--- config.mk ---
export PLATFORM = sky130hd
export DESIGN_NAME = mult_div_unit
export DESIGN_NICKNAME = d
export VERILOG_FILES = /design/src/rtl/mult_div_unit.sv
export SDC_FILE = /design/constraint.sdc
export NUM_CORES = 1
export LEC_CHECK = 0
export CORE_UTILIZATION = 40
export CTS_CLUSTER_DIAMETER = 30
export CTS_CLUSTER_SIZE = 28
export DETAILED_ROUTE_END_ITERATION = 10
export PLACE_DENSITY_LB_ADDON = 0.12
export SLEW_MARGIN = 30
export SYNTH_ARGS = -nofsm -noshare
export SYNTH_HDL_FRONTEND = slang
export SYNTH_SLANG_ARGS = --single-unit
export TNS_END_PERCENT = 50
--- constraint.sdc ---
create_clock -name clk -period 15.3 [get_ports clk]
set_input_delay 3.825 -clock clk [delete_from_list [all_inputs] [get_ports clk]]
set_output_delay 3.825 -clock clk [all_outputs]
set_load 0.05 [all_outputs]
--- src/rtl/mult_div_unit.sv ---
// mult_div_unit
// Sequential signed multiply/divide for the multicycle MIPS datapath.
// mult uses shift-add and div uses restoring shift-subtract. Both take WIDTH
// iterations on unsigned magnitudes, followed by one sign-fixup cycle.
//
// Ports
//   clk, reset      clock (rising edge); asynchronous active-high reset
//   start, op, a, b request; op 0 = mult, 1 = div; sampled with start
//   busy            operation in flight (RUN/FIX)
//   done            one-cycle completion pulse; results valid with it
//   div_zero        div with b == 0, reported with done
//   hi_out, lo_out  mult: product hi/lo; div: remainder/quotient
//
// state | meaning
// IDLE  | waiting for start
// RUN   | WIDTH magnitude iterations
// FIX   | sign correction, result write
// DONE  | done pulse; may accept the next start
module mult_div_unit #(
  parameter int WIDTH = 32
) (
  input  logic             clk,
  input  logic             reset,
  input  logic             start,
  input  logic             op,
  input  logic [WIDTH-1:0] a,
  input  logic [WIDTH-1:0] b,
  output logic             busy,
  output logic             done,
  output logic             div_zero,
  output logic [WIDTH-1:0] hi_out,
  output logic [WIDTH-1:0] lo_out
);

  localparam int CW = $clog2(WIDTH) + 1;
  localparam logic [WIDTH-1:0]   ONE_W  = 1;
  localparam logic [2*WIDTH-1:0] ONE_2W = 1;

  typedef enum logic [1:0] {IDLE, RUN, FIX, DONE} state_t;

  state_t             state_q, state_d;
  logic               op_q, op_d;
  logic               neg_res_q, neg_res_d;   // product / quotient sign
  logic               neg_rem_q, neg_rem_d;   // remainder sign (dividend sign)
  logic [WIDTH-1:0]   opnd_q, opnd_d;         // multiplicand or divisor magnitude
  logic [2*WIDTH-1:0] acc_q, acc_d;           // product; low half is multiplier or dividend/quotient
  logic [WIDTH:0]     rem_q, rem_d;
  logic [CW-1:0]      cnt_q, cnt_d;
  logic               busy_q, busy_d;
  logic               done_q, done_d;
  logic               dz_q, dz_d;
  logic [WIDTH-1:0]   hi_q, hi_d;
  logic [WIDTH-1:0]   lo_q, lo_d;

  logic [WIDTH-1:0]   mag_a, mag_b;
  logic               accept;
  logic [WIDTH:0]     mul_sum;
  logic [2*WIDTH-1:0] mul_next;
  logic [WIDTH+1:0]   rem_sh, div_diff;
  logic               q_bit;
  logic [2*WIDTH-1:0] prod_fix;
  logic [WIDTH-1:0]   quo_fix, rem_fix;

  always_comb begin
    // -2^(W-1) negates to itself, which is the correct unsigned magnitude
    mag_a  = a[WIDTH-1] ? (~a + ONE_W) : a;
    mag_b  = b[WIDTH-1] ? (~b + ONE_W) : b;
    accept = start && ((state_q == IDLE) || (state_q == DONE));

    // Shift-add step: add the multiplicand into the upper half when the
    // multiplier LSB is set, then shift the whole accumulator right.
    mul_sum  = {1'b0, acc_q[2*WIDTH-1:WIDTH]} + {1'b0, (acc_q[0] ? opnd_q : '0)};
    mul_next = {mul_sum, acc_q[WIDTH-1:1]};

    // Restoring step: the remainder stays below the divisor, so the top bit of
    // the difference is a clean borrow.
    rem_sh   = {rem_q, acc_q[WIDTH-1]};
    div_diff = rem_sh - {2'b00, opnd_q};
    q_bit    = ~div_diff[WIDTH+1];

    prod_fix = neg_res_q ? (~acc_q + ONE_2W) : acc_q;
    quo_fix  = neg_res_q ? (~acc_q[WIDTH-1:0] + ONE_W) : acc_q[WIDTH-1:0];
    rem_fix  = neg_rem_q ? (~rem_q[WIDTH-1:0] + ONE_W) : rem_q[WIDTH-1:0];

    state_d   = state_q;
    op_d      = op_q;
    neg_res_d = neg_res_q;
    neg_rem_d = neg_rem_q;
    opnd_d    = opnd_q;
    acc_d     = acc_q;
    rem_d     = rem_q;
    cnt_d     = cnt_q;
    busy_d    = busy_q;
    done_d    = 1'b0;
    dz_d      = 1'b0;
    hi_d      = hi_q;
    lo_d      = lo_q;

    case (state_q)
      IDLE, DONE: begin
        if (state_q == DONE) state_d = IDLE;
        if (accept) begin
          op_d      = op;
          neg_res_d = a[WIDTH-1] ^ b[WIDTH-1];
          neg_rem_d = a[WIDTH-1];
          cnt_d     = '0;
          rem_d     = '0;
          opnd_d    = op ? mag_b : mag_a;
          acc_d     = {{WIDTH{1'b0}}, (op ? mag_a : mag_b)};
          if (op && (b == '0)) begin
            state_d = DONE;
            done_d  = 1'b1;
            dz_d    = 1'b1;
            busy_d  = 1'b0;
          end else begin
            state_d = RUN;
            busy_d  = 1'b1;
          end
        end
      end
      RUN: begin
        if (op_q) begin
          acc_d = {acc_q[2*WIDTH-1:WIDTH], acc_q[WIDTH-2:0], q_bit};
          rem_d = q_bit ? div_diff[WIDTH:0] : rem_sh[WIDTH:0];
        end else begin
          acc_d = mul_next;
        end
        cnt_d = cnt_q + 1'b1;
        if (cnt_q == CW'(WIDTH - 1)) state_d = FIX;
      end
      FIX: begin
        if (op_q) begin
          hi_d = rem_fix;
          lo_d = quo_fix;
        end else begin
          hi_d = prod_fix[2*WIDTH-1:WIDTH];
          lo_d = prod_fix[WIDTH-1:0];
        end
        busy_d  = 1'b0;
        done_d  = 1'b1;
        state_d = DONE;
      end
      default: state_d = IDLE;
    endcase
  end

  always_ff @(posedge clk or posedge reset) begin
    if (reset) begin
      state_q   <= IDLE;
      op_q      <= 1'b0;
      neg_res_q <= 1'b0;
      neg_rem_q <= 1'b0;
      opnd_q    <= '0;
      acc_q     <= '0;
      rem_q     <= '0;
      cnt_q     <= '0;
      busy_q    <= 1'b0;
      done_q    <= 1'b0;
      dz_q      <= 1'b0;
      hi_q      <= '0;
      lo_q      <= '0;
    end else begin
      state_q   <= state_d;
      op_q      <= op_d;
      neg_res_q <= neg_res_d;
      neg_rem_q <= neg_rem_d;
      opnd_q    <= opnd_d;
      acc_q     <= acc_d;
      rem_q     <= rem_d;
      cnt_q     <= cnt_d;
      busy_q    <= busy_d;
      done_q    <= done_d;
      dz_q      <= dz_d;
      hi_q      <= hi_d;
      lo_q      <= lo_d;
    end
  end

  assign busy     = busy_q;
  assign done     = done_q;
  assign div_zero = dz_q;
  assign hi_out   = hi_q;
  assign lo_out   = lo_q;

endmodule

==> flow_summary.json, run 1 <==
{
  "skew_ps": 43.8,
  "place.gp.congestion": 0.922,
  "cp_num_buf_inv": 1,
  "synth.area.top_cells": "dfrtp_1 32%, o21ai_0 6.1%, xor2_1 5.9%",
  "max_freq_ghz": 0.150,
  "dr.pass1.iters": 6,
  "htree_levels": 2,
  "antenna_left": 0,
  "crit_top_cell": "or3_1",
  "power_density_nw_per_um2": 225,
  "cts_tree": "yes",
  "routed_wl_mm": 55.5,
  "drive_above_1_share": 0.0761,
  "final_net_count": 2256,
  "synth.most_common_cell": "nand2_1",
  "synth_cell_types": 75,
  "hold_path_class": "register to register",
  "fin_setup_tns_ps": 0,
  "crit_required_ps": 15790,
  "endpoint_kind": "register",
  "core_area_um2": 39900,
  "chipWidth_um": 204,
  "post_drt_wl_per_cell_um": 20.7,
  "timing.slew.headroom": 0.338,
  "start_util": 0.408,
  "cts-root-buf": "clkbuf_16",
  "synthFlopType": "dfrtp_1",
  "cts_num_sinks": 207,
  "syn-mean-instance-area_um2": 8.04,
  "grt_use_met3": 0.0393,
  "netlist_area_um2": 16300,
  "cts_buffers": 56,
  "yosysWarningCount": 0,
  "critical_path.max_stage_delay_ps": 650,
  "grt-busiest-layer": "met2",
  "max_cap_viol_count": 0,
  "die_area_um2": 41500,
  "clk_latency_ps": 600,
  "crit_type": "primary input to register",
  "drc": 0,
  "slowest_stage": "nor3_1",
  "synthTopCellsByCount": "219 x nand2_1, 207 x dfrtp_1, 199 x o21ai_0",
  "grt_pass1_vias": 15200,
  "hold_violations": 0,
  "path_max_fanout": 6,
  "crit_chain": "clkdlybuf4s50_1 -> or4_1 -> or3_1 -> or3_1 -> nor3_1 -> a21boi_1 -> xnor2_1 -> o21ai_0 -> a221o_1",
  "cts.repair.resized": 0,
  "critical_path_arrival_ps": 7140,
  "synth_seq_cells": 207,
  "syn-num-nets": 2166,
  "cts_setup_buffers": 0,
  "worstMarginPinSlew_ps": 992,
  "portBuffers": 134,
  "std_cell_rows": 73,
  "rsz0062_at_grt": "no",
  "grt.total_usage": 0.270,
  "synth_top_area_frac": 0.318,
  "period_minus_slack_ps": 6650,
  "pin_count": 135,
  "synth_cells": 2024,
  "yosys.area.top_type": "dfrtp_1",
  "dr_total_vias": 15600,
  "fin_crit_sh": 0.435,
  "ys_seq_area_frac": 0.318,
  "synth-edff-count": 0,
  "ctsHoldBuffers": 0,
  "dp_hpwl_mm": 41.7,
  "cts_buffer_depth": 3,
  "utilization": 0.500,
  "cp-start-kind": "primary input",
  "dieHeight_um": 204,
  "grt_max_degree": 113,
  "grt_pass1_wl_mm": 86.6,
  "met1_usage": 0.342,
  "p_leak_nw": 8.50,
  "area_growth_pct": 22.6,
  "nFillCells": 3835,
  "path_clk_slew_ps": 50,
  "grt_overflow_total": 0,
  "grt_use_met2": 0.439,
  "status": "finished, final reports clean",
  "drt-initial-drc-count": 1228,
  "antenna_found_initial": 0,
  "cp_top_family": "simple AND/OR/NAND/NOR gates",
  "timing.final.max_slew_violations": 0,
  "async_reset_ff_frac": 1.00,
  "antennaDiodeCount": 0,
  "irDropWorstVdd_mv": 0.142,
  "setup_viol": 0,
  "vias_per_cell": 5.83
}
[layer usage]
layer	routed length (um)	vias to the layer above
li1	-	7518
met1	24000	7521
met2	26000	468
met3	2420	116
met4	3150	0
met5	0	-
[path summary, 6_finish.rpt]
path | slack (ps) | start | end | depth (start not counted)
worst min register to register | 470 | opnd_q[13]$_DFFE_PP0P_ | opnd_q[13]$_DFFE_PP0P_ | 2
min in group asynchronous | 3720 | reset | hi_out[21]$_DFFE_PP0P_ | 2
worst max-delay path | 8650 | b[7] | acc_q[27]$_DFFE_PP0P_ | 9
worst min-delay path | 470 | opnd_q[13]$_DFFE_PP0P_ | opnd_q[13]$_DFFE_PP0P_ | 2
worst max register to register | 10950 | acc_q[0]$_DFFE_PP0P_ | acc_q[61]$_DFFE_PP0P_ | 12
max in group asynchronous | 10470 | reset | op_q$_DFFE_PP0P_ | 3
[state kept, by name (all words and copies together), names as in the netlist, 2 cells and up]
register	flops
hi_out	32
state_q	2
rem_q	33
cnt_q	6
acc_q	64
opnd_q	32
lo_out	32
[worst reg2reg max path, stage by stage (launching register included)]
cell and delay, ps:
dfrtp_1 480, clkinv_1 740, nor2_1 330, ha_1 300, nor2b_1 140, o21a_1 180, o21ai_0 410, a21o_1 250
nand2_1 130, a211oi_1 510, a21oi_1 260, a311o_1 410, o211ai_1 90
[through the flow]
stage | hold slack (ps) | instance area, um^2 | worst slack, ps | power [mW] | instances
global route | 489 | 19900 | 8440 | 4.77 | 2681
finish | 475 | 19900 | 8650 | 4.48 | 2681
detailed placement | 471 | 18000 | 8100 | 3.29 | 2581
global placement | 459 | 18000 | 8120 | 3.27 | 2581
CTS | 481 | 19900 | 8740 | 4.50 | 2681
floorplan | 439 | 16300 | 5820 | 2.55 | 2024
[area by class of cell]
class                   instances  area (um^2)  share of cell area
clock inverters                34          425              0.0213
flip-flops and latches        207         5180               0.260
multi-input cells            1608        10300               0.518
repair buffers                152         1490              0.0745
clock buffers                  66         1510              0.0757
well taps                     525          657              0.0329
inverters                      89          342              0.0171
[power breakdown]
part / internal, mW / switching (mW)
clock: 0.816 / 0.367
sequential: 0.763 / 0.271
combinational: 0.782 / 1.49
[logic make-up (layout without fill, tap and decap cells)]
group	after synthesis	in the layout	synth area share
AO/OA/AOI/OAI	644	644	0.249
XOR/XNOR	190	190	0.102
AND/OR/NAND/NOR	630	630	0.179
multiplexers	70	70	0.0445
buffers and inverters	209	341	0.0483
flip-flops	207	207	0.318
adder cells (fa/ha/maj)	74	74	0.0578
[cell usage in the layout, fill, tap and decap left out, types with 16 or more instances in the layout]
| cell type | instances |
|---|---|
| a21o_1 | 30 |
| clkdlybuf4s50_1 | 133 |
| inv_1 | 84 |
| xnor2_1 | 80 |
| a211oi_1 | 24 |
| buf_4 | 16 |
| o211ai_1 | 25 |
| mux2_2 | 18 |
| a31oi_1 | 18 |
| mux2i_1 | 52 |
| nand4_1 | 17 |
| nor3_1 | 39 |
| nand2_1 | 218 |
| o41ai_1 | 20 |
| xor2_1 | 110 |
| nor2_1 | 190 |
| dfrtp_1 | 205 |
| clkbuf_16 | 57 |
| a21oi_1 | 167 |
| o31ai_1 | 39 |
| or4_1 | 17 |
| or3_1 | 27 |
| ha_1 | 71 |
| o21ai_0 | 198 |
| nand2b_1 | 18 |
| nand3_1 | 35 |
(Power assumes the default switching activity.)
==> run 2, diff against run 1 <==
- clock period: 15.3 -> 5.9 ns (I/O delays scaled with it)
==> flow_summary.json, run 2 (synthesis results as in run 1) <==
{
  "std_cell_rows": 73,
  "die_area_um2": 41500,
  "cts-root-buf": "clkbuf_16",
  "dr.pass1.iters": 6,
  "core_area_um2": 39900,
  "setup_viol": 0,
  "hold_start": "opnd_q[27]$_DFFE_PP0P_",
  "worstMarginPinSlew_ps": 989,
  "cp_num_buf_inv": 1,
  "htree_levels": 2,
  "critical_path.max_stage_delay_ps": 680,
  "drive_above_1_share": 0.0779,
  "status": "finished, final reports clean",
  "ctsHoldBuffers": 0,
  "crit_required_ps": 6390,
  "routed_wl_mm": 55.7,
  "portBuffers": 134,
  "cts_buffer_depth": 3,
  "cts_buffers": 53,
  "grt.total_usage": 0.271,
  "grt_pass1_vias": 14800,
  "critical_path_arrival_ps": 4790,
  "grt_pass1_wl_mm": 86.1,
  "crit_type": "primary input to register",
  "critPathLaunch": "b[7]",
  "grt_overflow_total": 0,
  "rsz0062_at_grt": "no",
  "crit_top_cell": "or3_1",
  "path_clk_slew_ps": 50,
  "drt-initial-drc-count": 1139,
  "area_growth_pct": 22.7,
  "timing.slew.headroom": 0.339,
  "drc": 0,
  "final_net_count": 2254,
  "timing.rr.start": "acc_q[31]$_DFFE_PP0P_",
  "max_cap_viol_count": 0,
  "antennaDiodeCount": 0,
  "hold_path_class": "register to register",
  "final_common_cell": "nand2_1",
  "post_drt_wl_per_cell_um": 20.8,
  "utilization": 0.500,
  "regMostFlops": "acc_q",
  "cts.repair.resized": 0,
  "dieHeight_um": 204,
  "dp_hpwl_mm": 42.0,
  "antenna_found_initial": 0,
  "chipWidth_um": 204,
  "crit_chain": "clkdlybuf4s50_1 -> or4_1 -> or3_1 -> or3_1 -> nor3_1 -> a21boi_1 -> xnor2_1 -> o21ai_0 -> a221o_1",
  "irDropWorstVdd_mv": 0.305,
  "path_max_fanout": 6,
  "fin_ws_ps": 1590,
  "power_density_nw_per_um2": 586,
  "grt_max_degree": 118,
  "period_minus_slack_ps": 4310,
  "layout.cells.most_common_list": "217 x nand2_1, 205 x dfrtp_1, 198 x o21ai_0, 190 x nor2_1, 167 x a21oi_1",
  "fin_crit_sh": 0.730,
  "cts_setup_buffers": 0,
  "cts_tree": "yes",
  "p_leak_nw": 8.49,
  "vias_per_cell": 5.72,
  "finalHoldWorstSlack_ps": 470,
  "hold_violations": 0,
  "place_ws_ps": 1020,
  "place.gp.congestion": 0.918,
  "clk_latency_ps": 620,
  "pin_count": 135,
  "start_util": 0.408,
  "top_regs": "acc_q x64, rem_q x33",
  "antenna_left": 0,
  "timing.final.max_slew_violations": 0,
  "dr_total_vias": 15300,
  "slowest_stage": "nor3_1",
  "cp_top_family": "simple AND/OR/NAND/NOR gates",
  "endpoint_kind": "register",
  "fin_setup_tns_ps": 0,
  "max_freq_ghz": 0.232,
  "cts_num_sinks": 207,
  "largest_register_ff_count": 64,
  "cp-start-kind": "primary input",
  "skew_ps": 48.3
}
[run 2: cell count changes in the layout (fill, tap and decap cells not counted), moves of 3 or more]
cell        previous run  this run
clkbuf_1               4         1
clkbuf_16             57        53
clkbuf_8               5         2
clkinv_2              15        10
clkinvlp_4             6        11
inv_6                  0         7
[run 2: per-layer routing]
| metal | vias up | track usage | part of all wire |
|---|---|---|---|
| met3 | 132 | 0.0414 | 0.046 |
| met4 | 0 | 0.150 | 0.055 |
| met5 | - | 0 | 0 |
| li1 | 7504 | - | - |
| met2 | 456 | 0.443 | 0.47 |
| met1 | 7237 | 0.341 | 0.43 |
[run 2: worst reg2reg max path: stages (launching register included)]
cell and delay [ps]:
dfrtp_1 440, inv_1 140, ha_1 180, inv_1 50, fa_1 420, a211oi_1 360, o21ai_0 280, a21oi_1 430
a41oi_1 370, a31oi_1 450, o2111ai_1 220, or3_1 330, o211ai_1 170
[run 2: final cells by class]
| cell class | count | area, um^2 |
|---|---|---|
| sequential | 207 | 5180 |
| clock inverter | 44 | 581 |
| tap | 525 | 657 |
| clock buffer | 56 | 1360 |
| inverter | 89 | 338 |
| multi-input combinational | 1608 | 10300 |
| fill | 3839 | 20000 |
| timing repair buffer | 153 | 1500 |
[run 2: per-stage QoR]
step	cells	instance area [um^2]	total power [mW]
2_1_floorplan	2024	16300	6.61
5_1_grt	2682	20000	12.4
3_5_place_dp	2582	18000	8.54
3_3_place_gp	2582	18000	8.48
4_1_cts	2682	19900	11.7
6_report	2682	20000	11.7
[run 2: worst paths after layout]
check                           depth (start not counted)                     end  slack, ps
worst max-delay path                                    9   acc_q[27]$_DFFE_PP0P_       1590
min in group asynchronous                               2   acc_q[54]$_DFFE_PP0P_       1240
worst min-delay path                                    2  opnd_q[27]$_DFFE_PP0P_        470
worst min register to register                          2  opnd_q[27]$_DFFE_PP0P_        470
max in group asynchronous                               3   acc_q[48]$_DFFE_PP0P_       3670
worst max register to register                         12   rem_q[32]$_DFFE_PP0P_       1960
[run 2: report_power, final]
group	internal [mW]	leakage (nW)	total [mW]	switching, mW
Clock	2.09	0.921	3.12	1.03
Combinational	2.03	4.96	5.89	3.86
Sequential	1.98	2.61	2.68	0.706
Total	6.09	8.49	11.7	5.59
